`src/rtl/sort_job_arbiter.sv`:
```
// sort_job_arbiter: round-robin front end that shares one sort engine between
// NREQ requesters. A job is accepted in IDLE, launched with a one-cycle start
// pulse, tracked against a timeout while the engine runs, and its result is
// held until the consumer accepts it.
module sort_job_arbiter #(
   parameter int NREQ    = 4,
   parameter int N       = 6,
   parameter int WIDTH   = 8,
   parameter int TIMEOUT = 32,
   parameter int IDW     = $clog2(NREQ)
) (
   input  logic                              clk,
   input  logic                              rst,
   input  logic [NREQ-1:0]                   req_valid,
   input  logic [NREQ-1:0][N*WIDTH-1:0]      req_data,
   output logic [NREQ-1:0]                   req_ready,
   output logic                              rsp_valid,
   input  logic                              rsp_ready,
   output logic [IDW-1:0]                    rsp_id,
   output logic [N*WIDTH-1:0]                rsp_data,
   output logic                              rsp_err,
   output logic                              eng_start,
   output logic [N*WIDTH-1:0]                eng_data,
   input  logic                              eng_done,
   input  logic [N*WIDTH-1:0]                eng_sorted,
   output logic                              busy,
   output logic                              timeout_sticky
);

   localparam int CW = $clog2(TIMEOUT) + 1;

   typedef enum logic [1:0] {
      S_IDLE,
      S_LAUNCH,
      S_RUN,
      S_RESP
   } state_t;

   state_t               state_q, state_d;
   logic [IDW-1:0]       rr_ptr_q, rr_ptr_d;
   logic [N*WIDTH-1:0]   job_buf_q, job_buf_d;
   logic [IDW-1:0]       job_id_q, job_id_d;
   logic [CW-1:0]        cnt_q, cnt_d;
   logic                 start_q, start_d;
   logic [IDW-1:0]       rsp_id_q, rsp_id_d;
   logic [N*WIDTH-1:0]   rsp_data_q, rsp_data_d;
   logic                 rsp_err_q, rsp_err_d;
   logic                 sticky_q, sticky_d;

   logic                 win_found;
   logic [IDW-1:0]       win_idx;
   logic [IDW-1:0]       win_next;
   logic [IDW:0]         cand_sum;
   logic [IDW-1:0]       cand;

   // Round-robin search: first valid requester starting at rr_ptr, wrapping mod NREQ.
   always_comb begin
      win_found = 1'b0;
      win_idx   = '0;
      cand_sum  = '0;
      cand      = '0;
      for (int unsigned i = 0; i < NREQ; i++) begin
         cand_sum = {1'b0, rr_ptr_q} + (IDW+1)'(i);
         if (cand_sum >= (IDW+1)'(NREQ)) begin
            cand_sum = cand_sum - (IDW+1)'(NREQ);
         end
         cand = cand_sum[IDW-1:0];
         if (!win_found && req_valid[cand]) begin
            win_found = 1'b1;
            win_idx   = cand;
         end
      end
      win_next = (win_idx == IDW'(NREQ-1)) ? '0 : win_idx + IDW'(1);
   end

   // One-hot grant to the winner, only while idle and out of reset.
   always_comb begin
      req_ready = '0;
      if (state_q == S_IDLE && !rst && win_found) begin
         req_ready[win_idx] = 1'b1;
      end
   end

   // State and datapath registers; async active-high reset.
   always_ff @(posedge clk or posedge rst) begin
      if (rst) begin
         state_q    <= S_IDLE;
         rr_ptr_q   <= '0;
         job_buf_q  <= '0;
         job_id_q   <= '0;
         cnt_q      <= '0;
         start_q    <= 1'b0;
         rsp_id_q   <= '0;
         rsp_data_q <= '0;
         rsp_err_q  <= 1'b0;
         sticky_q   <= 1'b0;
      end else begin
         state_q    <= state_d;
         rr_ptr_q   <= rr_ptr_d;
         job_buf_q  <= job_buf_d;
         job_id_q   <= job_id_d;
         cnt_q      <= cnt_d;
         start_q    <= start_d;
         rsp_id_q   <= rsp_id_d;
         rsp_data_q <= rsp_data_d;
         rsp_err_q  <= rsp_err_d;
         sticky_q   <= sticky_d;
      end
   end

   // Next-state logic: accept, launch, run with timeout, hold response.
   always_comb begin
      state_d    = state_q;
      rr_ptr_d   = rr_ptr_q;
      job_buf_d  = job_buf_q;
      job_id_d   = job_id_q;
      cnt_d      = cnt_q;
      start_d    = 1'b0;
      rsp_id_d   = rsp_id_q;
      rsp_data_d = rsp_data_q;
      rsp_err_d  = rsp_err_q;
      sticky_d   = sticky_q;
      case (state_q)
         S_IDLE: begin
            if (win_found) begin
               job_buf_d = req_data[win_idx];
               job_id_d  = win_idx;
               rr_ptr_d  = win_next;
               // start is registered, so raising it here makes it high exactly in LAUNCH
               start_d   = 1'b1;
               state_d   = S_LAUNCH;
            end
         end
         S_LAUNCH: begin
            cnt_d   = '0;
            state_d = S_RUN;
         end
         S_RUN: begin
            if (eng_done) begin
               rsp_data_d = eng_sorted;
               rsp_id_d   = job_id_q;
               rsp_err_d  = 1'b0;
               state_d    = S_RESP;
            end else if (cnt_q == CW'(TIMEOUT-1)) begin
               rsp_data_d = '0;
               rsp_id_d   = job_id_q;
               rsp_err_d  = 1'b1;
               sticky_d   = 1'b1;
               state_d    = S_RESP;
            end else begin
               cnt_d = cnt_q + CW'(1);
            end
         end
         S_RESP: begin
            if (rsp_ready) begin
               state_d = S_IDLE;
            end
         end
         default: state_d = S_IDLE;
      endcase
   end

   assign eng_start      = start_q;
   assign eng_data       = job_buf_q;
   assign rsp_valid      = (state_q == S_RESP);
   assign rsp_id         = rsp_id_q;
   assign rsp_data       = rsp_data_q;
   assign rsp_err        = rsp_err_q;
   assign busy           = (state_q != S_IDLE);
   assign timeout_sticky = sticky_q;

endmodule

```
`config.mk`:
```
export PLATFORM = sky130hd
export DESIGN_NAME = sort_job_arbiter
export DESIGN_NICKNAME = d
export VERILOG_FILES = /design/src/rtl/sort_job_arbiter.sv
export SDC_FILE = /design/constraint.sdc
export NUM_CORES = 1
export LEC_CHECK = 0
export CORE_ASPECT_RATIO = 1.4
export CORE_UTILIZATION = 24
export CTS_CLUSTER_DIAMETER = 30
export DETAILED_ROUTE_END_ITERATION = 10
export PLACE_DENSITY = 0.67
export SLEW_MARGIN = 20
export SYNTH_ARGS = -nofsm -noshare
export SYNTH_HDL_FRONTEND = slang
export SYNTH_SLANG_ARGS = --single-unit
```
`constraint.sdc`:
```
create_clock -name clk -period 6.7 [get_ports clk]
set_input_delay 2.01 -clock clk [delete_from_list [all_inputs] [get_ports clk]]
set_output_delay 2.01 -clock clk [all_outputs]
set_load 0.01 [all_outputs]
```
==> results of run 1 <==
## power by group
part	leakage (uW)	internal [uW]	switching, uW
sequential	0.00141	1000	174
clock	0.000279	557	341
combinational	0.00277	1020	903
## sequential cells by signal, indices dropped and copies added (netlist names)
register	count
eng_data	48
rsp_data	48
cnt_q	6
job_id_q	2
rr_ptr_q	2
rsp_id	2
state_q	2
eng_start	1
rsp_err	1
timeout_sticky	1
## final timing paths
path | startpoint | to | slack [ns] | cells after the start
worst max-delay path | req_valid[0] | req_ready[0] | 0.54 | 6
worst min-delay path | job_id_q[0] | job_id_q[0] | 0.47 | 2
worst max register to register | state_q[0] | rsp_id[0] | 4.25 | 7
worst min register to register | job_id_q[0] | job_id_q[0] | 0.47 | 2
max in group asynchronous | rst | rr_ptr_q[0] | 3.35 | 4
min in group asynchronous | rst | eng_data[20] | 2.20 | 3
## layout make-up
class | count | area share, %
Timing Repair Buffer | 363 | 35.8
Inverter | 13 | 0.518
Multi-Input combinational cell | 407 | 26.3
Clock buffer | 19 | 4.37
Sequential cell | 113 | 27.9
Clock inverter | 13 | 1.36
Tap cell | 310 | 3.82
## metal layers
metal | vias to the layer above | global-route usage [%]
met4 | 2 | 5.91
met2 | 237 | 28.2
met1 | 2708 | 17.9
met3 | 21 | 5.58
li1 | 2718 | -
met5 | - | 0
## cell usage in the layout (no fill, tap or decap), types with 2 or more instances in the layout
cell	n
a21oi_1	7
clkbuf_16	17
nor4b_1	2
clkinv_2	4
clkdlybuf4s50_1	354
nor2b_1	2
buf_4	7
nor2_1	3
mux2i_1	96
nand3_1	51
nor4_1	2
clkinvlp_4	4
xnor2_1	2
nand2b_1	3
o21ai_0	7
nand2_1	157
ha_1	6
clkinv_4	3
bufinv_16	2
o221ai_1	48
mux2_2	3
inv_1	11
dfrtp_1	113
## worst register-to-register path: stages (launching register included)
cell	delay, ns
dfrtp_1	0.40
inv_1	0.13
ha_1	0.26
inv_1	0.13
or4_1	0.53
buf_4	0.32
nand2_1	0.22
mux2_2	0.35
## cell families (layout without fill, tap and decap cells)
logic type      Yosys count  count (layout)  share of synthesized area, %
compound gates           70              70                          9.73
xor+xnor                  3               3                         0.452
fa+ha+maj                 6               6                          1.29
buf+inv                  57             408                          6.05
flops                   113             113                          48.7
mux                      99              99                          17.1
simple gates            229             229                          16.7
## through the flow
stage          total power, uW  hold WS [ns]  util [%]  cell area, um2
2_1_floorplan             2190         0.440         -            5820
3_3_place_gp              3090         0.456      39.9            9530
3_5_place_dp              3120         0.461      40.0            9550
4_1_cts                   4060         0.476      42.4           10100
5_1_grt                   4280         0.496      42.4           10100
6_report                  3990         0.472      42.4           10100
==> flow_metrics.py, run 1 <==
metrics = {
    "synthesis": {
        "synth_cell_types": 37,
        "syn_area_per_cell_um2": 10.1,
        "synthesis.instances": 577,
        "synth_edf_count": 0,
        "synth.area.top_cells": "dfrtp_1, mux2i_1, nand2_1",
        "syn_nets": 831,
        "yosysTopAreaCell": "dfrtp_1",
        "seq_area_frac_synth_pct": 48.7,
        "yosys_register_bits": 113,
        "syn_area_mm2": 0.00581,
        "ys_async_sr_fraction_pct": 100,
        "ys_warn_count": 0,
        "synth_top_area_share_pct": 48.7,
        "synth_ff_type": "dfrtp_1",
        "synth_commonest_cells": "nand2_1, dfrtp_1, mux2i_1",
        "synth_most_common_cell": "nand2_1",
    },
    "cells_and_area": {
        "multiInputGateArea_mm2": 0.00267,
        "drive_gt1_share_pct": 5.50,
        "num-nets-final": 1169,
        "fin_cells": 1238,
        "fillers": 2344,
        "n_antenna_cell": 0,
        "area_growth_syn_to_layout_pct": 74.5,
        "ff_latch_area_mm2": 0.00283,
    },
    "worst_hold_path": {
        "hp-class": "reg2reg",
    },
    "placed_design": {
        "gp_congestion": 0.784,
        "io_buffer_count": 354,
        "dp_slack_ns": 0.475,
        "place_inst": 1206,
        "place_hpwl_um": 14700,
    },
    "floorplanning": {
        "die_x_um": 134,
        "die_y_um": 186,
        "io_pins": 355,
        "start_util_pct": 24.3,
        "core-area_mm2": 0.0239,
        "num_rows": 67,
        "die_area_mm2": 0.0249,
    },
    "critical_path": {
        "crit_family": "buffers and inverters",
        "worstPathArrival_ns": 4.15,
        "cp.required_ns": 4.69,
        "critPathCaptureType": "output pin",
        "slowest_delay_ns": 0.64,
        "cpMaxStageDelayCell": "clkdlybuf4s50_1",
        "cp_common_cell": "clkdlybuf4s50_1",
        "crit_fanout": 7,
        "path_cells": "clkdlybuf4s50_1 -> nand2b_1 -> a21oi_1 -> a211oi_4 -> nor4_1 -> clkdlybuf4s50_1",
        "cp_num_buf_inv": 2,
        "start_kind": "primary input",
        "crit_type": "in2out",
    },
    "timing": {
        "worst_slew_pin_slew_ns": 0.893,
        "slew_headroom_pct": 40.5,
        "rsz0062_at_grt": "false",
        "clock.fmax_mhz": 162,
        "skew_ns": 0.00919,
        "fin_crit_sh_pct": 91.9,
        "post-route-min-period_ns": 6.16,
        "fin_setup_tns_ns": 0,
        "hold_viol_final": 0,
        "setup_viol": 0,
        "worst_slack_ns": 0.544,
        "slew_viol_final": 0,
    },
    "clock_tree": {
        "ctsHoldBuffers": 0,
        "cts_tree": "yes",
        "cts_root_buf": "clkbuf_16",
        "clock_sink_count": 113,
        "ctsResizeCount": 0,
        "path_clk_slew_ns": 0.06,
        "clkLatencyLatePin_ns": 0.40,
        "cts_buffers": 17,
        "htreeDepth": 4,
        "post_cts_buffers": 0,
        "clockBufferDepth": 2,
    },
    "routing": {
        "postRouteWirelength_um": 20200,
        "dr_wl_met3_um": 1700,
        "met1_length_um": 8070,
        "first_pass_iters": 6,
        "drc": 0,
        "vias": 5686,
        "wl_met2_um": 10100,
        "antenna_left": 0,
        "maxUsedRoutingLayer": "met5",
        "wire_per_inst_um": 16.3,
        "detailedRoute.firstIterationViolations": 137,
        "vias_per_cell": 4.59,
    },
    "power_and_ir_drop": {
        "leakagePower_uw": 0.00445,
        "max-vdd-ir-drop_v": 0.000339,
        "power.density_mw_per_mm2": 394,
    },
    "global_routing": {
        "grt_use_total_pct": 16.1,
        "grt_pass1_vias": 5771,
        "grt_start_max_net_pins": 78,
        "grt-ovfl-total": 0,
        "grt_pass1_wl_um": 30900,
        "antenna_found_initial": 1,
    },
    "job": {
        "maxCapViolCount": 0,
    },
    "status": {
        "status": "completed",
    },
}
Power figures use the tool's default switching activity.
==> run 2: changes to the inputs <==
Settings changed: CORE_MARGIN from default to 2, PLACE_DENSITY 0.67 to 0.65.
Clock period 6.7 ns to 7.91 ns, I/O delays scaled along.
==> run 2 against run 1 <==
  * Power shrank 15%
  * Largest power group unchanged
  * Sequential share of layout area is essentially flat
  * Critical path depth unchanged
  * Global-route usage up 0.81 points
  * Clock skew about the same
  * Routed wire length grew 5.9%
  * Flip-flop and latch count stayed put
  * Cell count fell by 0.16%
  * Critical endpoint is now req_ready[1]
  * Clock power decreased by 13%
  * Clock-buffer cell count shrank 1
  * Combinational power down 15%
==> flow_metrics.py, run 2 (same netlist as run 1, synthesis figures left out) <==
metrics = {
    "global_routing": {
        "met3_usage_pct": 5.92,
        "grt-ovfl-total": 0,
        "use_met2_pct": 29.6,
        "grt_pass1_vias": 6018,
        "met1_usage_pct": 18.5,
        "grt_start_max_net_pins": 75,
        "grt_use_total_pct": 16.9,
        "antenna_found_initial": 0,
        "grt_pass1_wl_um": 33200,
        "top_usage_layer": "met2",
    },
    "power_and_ir_drop": {
        "intPower_uw": 2180,
        "leakagePower_uw": 0.00445,
        "max-vdd-ir-drop_v": 0.000180,
        "p_clk_share_pct": 22.8,
        "power.density_mw_per_mm2": 336,
        "pwr-share-comb_pct": 47.8,
        "power_switching_uw": 1230,
        "power_switching_share_pct": 36.0,
        "pwr-share-seq_pct": 29.4,
    },
    "clock_tree": {
        "clockBufferDepth": 2,
        "post_cts_buffers": 0,
        "ctsHoldBuffers": 0,
        "cts_tree": "yes",
        "cts_buffers": 17,
        "ctsResizeCount": 0,
        "cts_root_buf": "clkbuf_16",
        "htreeDepth": 4,
        "clock_sink_count": 113,
        "path_clk_slew_ns": 0.06,
        "clkLatencyLatePin_ns": 0.42,
    },
    "cells_and_area": {
        "area_growth_syn_to_layout_pct": 74.8,
        "n_antenna_cell": 0,
        "drive_gt1_share_pct": 5.62,
        "mostFrequentLayoutCell": "clkdlybuf4s50_1",
        "num-nets-final": 1167,
        "final_cell_mix": "clkdlybuf4s50_1, nand2_1, dfrtp_1",
    },
    "placed_design": {
        "gp_congestion": 0.784,
        "dp_slack_ns": 0.669,
        "io_buffer_count": 354,
        "place_hpwl_um": 15400,
    },
    "timing": {
        "fin_crit_sh_pct": 91.8,
        "fin_setup_tns_ns": 0,
        "post-route-min-period_ns": 7.26,
        "setup_viol": 0,
        "worst_slack_ns": 0.651,
        "worst_slew_pin_slew_ns": 1.01,
        "hold_viol_final": 0,
        "skew_ns": 0.00926,
        "rsz0062_at_grt": "false",
        "slew_viol_final": 0,
        "clock.fmax_mhz": 138,
        "slew_headroom_pct": 32.7,
    },
    "floorplanning": {
        "num_rows": 67,
        "die_area_mm2": 0.0255,
        "io_pins": 355,
        "core-area_mm2": 0.0239,
        "die_x_um": 136,
        "die_y_um": 188,
        "start_util_pct": 24.3,
    },
    "routing": {
        "antenna_left": 0,
        "postRouteWirelength_um": 21400,
        "wire_per_inst_um": 17.3,
        "first_pass_iters": 4,
        "detailedRoute.firstIterationViolations": 143,
        "vias": 5658,
        "drc": 0,
        "vias_per_cell": 4.58,
    },
    "critical_path": {
        "critPathCaptureType": "output pin",
        "crit_fanout": 7,
        "start_kind": "primary input",
        "cp.required_ns": 5.54,
        "crit_type": "in2out",
        "worstPathArrival_ns": 4.89,
    },
    "worst_hold_path": {
        "hp-class": "reg2reg",
    },
    "status": {
        "status": "completed",
    },
    "job": {
        "maxCapViolCount": 0,
    },
}
## run 2: path summary, 6_finish.rpt
path | startpoint | endpoint | slack (ns) | cells after the start
min reg2reg | timeout_sticky | timeout_sticky | 0.48 | 1
max | req_valid[1] | req_ready[1] | 0.65 | 6
min in group asynchronous | rst | eng_data[21] | 2.57 | 3
max in group asynchronous | rst | cnt_q[2] | 4.22 | 4
max reg2reg | rr_ptr_q[1] | eng_data[39] | 4.75 | 7
min | timeout_sticky | timeout_sticky | 0.48 | 1
## run 2: per-stage QoR
| stage | instance area [um2] | instances | hold WS, ns | util (%) | power (uW) |
|---|---|---|---|---|---|
| after floorplan | 5810 | 577 | 0.440 | - | 1850 |
| after global placement | 9510 | 1203 | 0.456 | 39.8 | 2630 |
| after detailed placement | 9540 | 1204 | 0.465 | 39.9 | 2660 |
| after CTS | 10100 | 1236 | 0.483 | 42.4 | 3470 |
| after global routing | 10200 | 1236 | 0.507 | 42.5 | 3670 |
| final | 10200 | 1236 | 0.481 | 42.5 | 3410 |
## run 2: layer usage
| metal | vias to the layer above | part of all wire (%) |
|---|---|---|
| met5 | - | 0 |
| met4 | 0 | 2.9 |
| met3 | 38 | 9.5 |
| met2 | 260 | 50 |
| met1 | 2648 | 38 |
| li1 | 2712 | - |
## run 2: cell type report
type                       instances  area (um2)
sequential                       113        2830
tap                              310         388
clock inverter                    14         158
clock buffer                      18         439
fill                            2344       13700
inverter                          13        51.3
multi-input combinational        407        2670
timing repair buffer             361        3620
## run 2: worst max-delay path, stage by stage
cell	delay (ns)
clkdlybuf4s50_1	0.55
nand2b_1	0.14
a21oi_1	0.09
a211oi_4	0.54
nor4b_1	0.55
clkdlybuf4s50_1	0.65
## run 2: power by group through the flow
stage	registers [uW]	clock network, uW	logic, uW
final	1000	778	1630
after floorplan	1100	0	751
after CTS	1000	809	1660
after global placement	1000	0	1630
after detailed placement	1010	0	1650
after global routing	1040	837	1790
